## config.mk

```make
export PLATFORM = sky130hd
export DESIGN_NAME = wave_bank_swap_ctrl
export DESIGN_NICKNAME = d
export VERILOG_FILES = /design/src/rtl/wave_bank_swap_ctrl.sv
export SDC_FILE = /design/constraint.sdc
export NUM_CORES = 1
export LEC_CHECK = 0
export BUFFER_PORTS_ARGS = -buffer_cell sky130_fd_sc_hd__clkbuf_2
export CORE_MARGIN = 4
export CORE_UTILIZATION = 50
export DETAILED_ROUTE_END_ITERATION = 8
export PLACE_DENSITY = 0.78
export RECOVER_POWER = 25
export REMOVE_ABC_BUFFERS = 1
export SLEW_MARGIN = 20
export SYNTH_ARGS = -nofsm -noshare
export SYNTH_HDL_FRONTEND = slang
export SYNTH_SLANG_ARGS = --single-unit
```

## constraint.sdc

```tcl
create_clock -name clk -period 2.7 [get_ports clk]
set_input_delay 0.27 -clock clk [delete_from_list [all_inputs] [get_ports clk]]
set_output_delay 0.27 -clock clk [all_outputs]
set_load 0.1 [all_outputs]
```

## src/rtl/wave_bank_swap_ctrl.sv

```systemverilog
// Double-buffer bank controller for one wavetable channel.
// Loads go to a spare bank; the play bank swaps at a cycle boundary.
module wave_bank_swap_ctrl #(
  parameter int ADDRWIDTH = 8
) (
  input  logic                 clk,
  input  logic                 rst,
  input  logic                 load_req,
  input  logic [1:0]           tgt_bank,
  input  logic                 we_in,
  input  logic [ADDRWIDTH-1:0] waddr_in,
  input  logic                 load_done,
  input  logic [ADDRWIDTH-1:0] raddr,
  input  logic                 rd_en,
  output logic                 we_out,
  output logic [1:0]           wbank,
  output logic [1:0]           rbank,
  output logic                 busy,
  output logic                 swap_pulse,
  output logic                 err,
  output logic [ADDRWIDTH:0]   word_cnt
);

  typedef enum logic [1:0] {
    IDLE    = 2'd0,
    LOADING = 2'd1,
    ARMED   = 2'd2
  } state_t;

  localparam logic [ADDRWIDTH:0] FULL =
    {1'b1, {ADDRWIDTH{1'b0}}};
  localparam logic [ADDRWIDTH-1:0] LAST =
    {ADDRWIDTH{1'b1}};

  state_t                 state;
  state_t                 state_n;
  logic [1:0]             rbank_n;
  logic [1:0]             wbank_n;
  logic [ADDRWIDTH:0]     cnt_n;
  logic [ADDRWIDTH:0]     cnt_inc;
  logic [ADDRWIDTH-1:0]   prev_raddr;
  logic                   err_n;
  logic                   swap_n;
  logic                   wrap;

  // The address is routed straight to the arbiter by the caller.
  logic unused_waddr;
  assign unused_waddr = ^waddr_in;

  assign busy    = (state != IDLE);
  assign wrap    = rd_en && (prev_raddr == LAST) && (raddr == '0);
  assign cnt_inc = (word_cnt == FULL) ? word_cnt : word_cnt + 1'b1;

  // State register.
  always_ff @(posedge clk or posedge rst) begin
    if (rst) state <= IDLE;
    else     state <= state_n;
  end

  // Bank, counter, previous read address and pulse registers.
  always_ff @(posedge clk or posedge rst) begin
    if (rst) begin
      rbank      <= 2'd0;
      wbank      <= 2'd1;
      word_cnt   <= '0;
      prev_raddr <= '0;
      err        <= 1'b0;
      swap_pulse <= 1'b0;
    end else begin
      rbank      <= rbank_n;
      wbank      <= wbank_n;
      word_cnt   <= cnt_n;
      prev_raddr <= raddr;
      err        <= err_n;
      swap_pulse <= swap_n;
    end
  end

  // Next-state, write gating and error detection.
  always_comb begin
    state_n = state;
    rbank_n = rbank;
    wbank_n = wbank;
    cnt_n   = word_cnt;
    err_n   = 1'b0;
    swap_n  = 1'b0;
    we_out  = 1'b0;
    unique case (state)
      IDLE: begin
        if (we_in) err_n = 1'b1;
        if (load_req) begin
          if (tgt_bank != rbank) begin
            wbank_n = tgt_bank;
            cnt_n   = '0;
            state_n = LOADING;
          end else begin
            err_n = 1'b1;
          end
        end
      end
      LOADING: begin
        we_out = we_in;
        if (we_in)    cnt_n = cnt_inc;
        if (load_req) err_n = 1'b1;
        if (load_done) begin
          if (cnt_n == FULL) begin
            state_n = ARMED;
          end else begin
            err_n   = 1'b1;
            state_n = IDLE;
          end
        end
      end
      ARMED: begin
        if (we_in || load_req) err_n = 1'b1;
        if (!rd_en || wrap) begin
          rbank_n = wbank;
          swap_n  = 1'b1;
          state_n = IDLE;
        end
      end
      default: state_n = IDLE;
    endcase
  end

endmodule

```

==> summary.txt <==
Pwr
  – Maximum VDD drop: ~0.00075 V
  – Lkg Pwr: around 0.70 nW
  – P per Cell Area: 726.5 mW/mm2
  – NetSw: 0.5128 mW
  – Clock power share: between 10% and 20%
  – Internal power: between 0.5 and 0.6 mW
  – Sw Share: about 48%
  – Combinational power share: 41.6%
  – Part of the power in registers: 43.1%
  – Total power: roughly 1.1 mW

CTS
  – Post-CTS Setup Inserts: 0
  – Clk pin slew, worst setup/hold paths: 130 ps
  – Clk root buf: clkbuf_4
  – Cts repair resizes: 0
  – CTS Buf Count: 3
  – H-tree depth: 1
  – Post-cts hold buffer count: 0
  – Max Buffers Root-to-Sink: 2
  – Latest clock arrival within the worst-skew pair: 310 ps
  – CTS Sinks: 25
  – CTS tree: yes

GRT
  – Antenna violations before repair: 0
  – First-pass GRT wire length: 4.705 mm
  – Vias in the first global route: 1006
  – Tot GR Track Use: 17.81%
  – Largest net degree at the start of global routing: 26
  – Global route overflow: 0

Timing
  – Max frequency: 443.9 MHz
  – RSZ-0062 raised after global routing: false
  – WHS: between 60 and 70 ps
  – Clock Skew: ~6.7 ps
  – Total negative slack: 0 ps
  – Final Cycle Share: 83.44%
  – Tmin final: 2253 ps
  – Slew HR: between 30% and 40%
  – Slew @ Worst Pin: 949.8 ps
  – Final setup fails: 0
  – Final hold vios: 0
  – Slew Limit Fails: 0

Layout
  – Ant diodes: 0
  – Layout cells sized above 1: 22.64%
  – Fillers: 224
  – Final Non-Filler Cells: between 150 and 200
  – Area Growth Syn to Fin: 14.70%
  – Net count, final: 186
  – Register area: 626.9 um2
  – Area of the multi-input gates: 619.3 um2

Setup path
  – Startpoint Class: flip-flop
  – Reg2reg setup slack: 450 ps
  – Reg-to-Reg Start: word_cnt[0]
  – Crit path max fanout: 10
  – Worst reg2reg endpoint: err
  – Worst setup EP type: flip-flop
  – R2R depth: 7
  – Worst Path Arrival: approximately 2500 ps
  – Setup CP Type: flip-flop to flip-flop
  – CP required: 2920 ps

Floorplan
  – Core box area: 0.002477 mm2
  – Die Footprint: 0.003465 mm2
  – Die width: 58.87 um
  – Die Height: 58.87 um
  – Row count: 18
  – Initial Utilization: 52.22%
  – I/O pin count: 41

Placement
  – Routability cong.: 0.8040
  – Placed cells: between 150 and 200
  – Placed wire-length estimate: between 2 and 2.5 mm
  – # port buffers: 32

Synth
  – FF+latch count, synth: 25
  – Synth Instances: 129
  – Top cell type's share of synthesized area: 46.42%
  – Synth area leaders: dfrtp_1 46%, o21ai_0 4.6%, nand2_1 2.6%
  – Syn Area/Cell: roughly 10 um2
  – Yosys warnings: 0
  – Post-synth EDFFs: 0
  – Ys flop type: dfrtp_1
  – Register area share after synthesis: 48.45%
  – Distinct cells, synth: 45
  – Cell taking the most area after synthesis: dfrtp_1
  – Async SR Flop Fraction: 100.0%
  – Cell area after synthesis: ~0.0013 mm2

Detailed routing
  – WL per Instance: 15.19 um
  – First-pass DRT Iterations: 4
  – Post-route DRC: 0
  – Via density: 5.820
  – Antenna-violating nets left: 0
  – Initial DRC Count: 20
  – WL final: 2.871 mm
  – Via count: 1100

Min path
  – Min-Delay Path Depth: 1
  – Hold Crit Class: input port to flip-flop
  – Beginning of the worst hold path: raddr[6]
  – Hold Crit Endpoint: prev_raddr[6]

Run
  – Max Cap Viol: 0

Outcome
  – Status: finished, final reports clean
==> worst max-delay path: stages (launching register included) <==
cell,delay [ps]
dfrtp_1,510
inv_1,100
ha_1,140
nor4bb_1,380
a211oi_1,160
a2111oi_0,410
nand4b_1,200
a31o_1,250
==> layout make-up <==
class	count	share of cell area, %
sequential	25	42.24
multi-input combinational	92	41.74
timing repair buffer	32	10.20
tap	30	2.530
clock buffer	4	1.771
inverter	6	1.518
==> flip-flops by register name, indices dropped and copies added, names as in the netlist <==
name,cells
word_cnt,9
state,2
prev_raddr,8
swap_pulse,1
rbank,2
wbank,2
err,1
==> Yosys cell counts (3+ instances only) <==
| library cell | count |
|---|---|
| a31oi_1 | 3 |
| o21ai_0 | 12 |
| nand2_1 | 9 |
| nor2_1 | 9 |
| dfrtp_1 | 24 |
| o21ai_1 | 3 |
| xor2_1 | 3 |
| nand4_1 | 5 |
| a21oi_1 | 5 |
| and4_1 | 3 |
| clkbuf_1 | 4 |
| inv_1 | 5 |
==> cells in the final DEF (no fill, tap or decap), types with 2 or more instances in the layout <==
cell type  count
o21ai_0       12
mux2_2         2
nor4_1         2
clkbuf_1       8
nand3_1        2
nor2_1         9
clkbuf_4       3
inv_1          5
nand4_1        5
mux2_1         2
xnor2_1        2
dfrtp_1       24
o21ai_1        3
and4_1         3
a21o_1         2
a31oi_1        3
a21oi_1        5
or4_4          2
and3_1         2
nand2_1        9
ha_1           2
xor2_1         3
clkbuf_2      25
nor3_1         2
==> cells by family (layout without fill, tap and decap cells) <==
logic type                 Yosys count  in the layout  synth area share [%]
AOI/OAI and AO/OA                   37             37                 19.34
DFF                                 25             25                 48.45
and+or+nand+nor                     44             44                 19.73
adders and majority gates            2              2                 1.934
muxes                                4              4                 3.481
xor gates and xnor gates             5              5                 3.386
buffers and inverters               12             42                 3.675
==> through the flow <==
step	worst slack, ps	util (%)	cell area [um2]
6_report	447.1	59.90	1484
4_1_cts	504.7	60.25	1493
3_3_place_gp	577.5	59.19	1466
2_1_floorplan	342.7	-	1269
5_1_grt	226.7	59.90	1484
3_5_place_dp	522.5	59.19	1466
==> metal layers <==
layer | vias to the layer above | track usage, % | wire [um]
met5 | - | 0 | 0
met4 | 0 | 6.796 | 49
met3 | 4 | 2.412 | 118
met2 | 21 | 28.23 | 1451
met1 | 538 | 24.75 | 1252
li1 | 537 | - | -
==> power groups by stage <==
stage               Sequential [mW]  Clock (mW)  Combinational (mW)
finish                        0.465       0.164               0.449
global route                  0.474       0.184               0.476
CTS                           0.464       0.170               0.451
detailed placement            0.472           0               0.450
global placement              0.467           0               0.447
floorplan                     0.663           0               0.169
==> how the worst max path moves through the flow <==
stage	startpoint	endpoint	slack, ps	cells after the start
5_1_grt	word_cnt[0]	err	230	7
3_5_place_dp	word_cnt[0]	err	520	7
2_1_floorplan	word_cnt[0]	err	340	7
3_3_place_gp	word_cnt[0]	err	580	7
4_1_cts	word_cnt[0]	err	500	7
6_report	word_cnt[0]	err	450	7
Power figures use the tool's default switching activity.
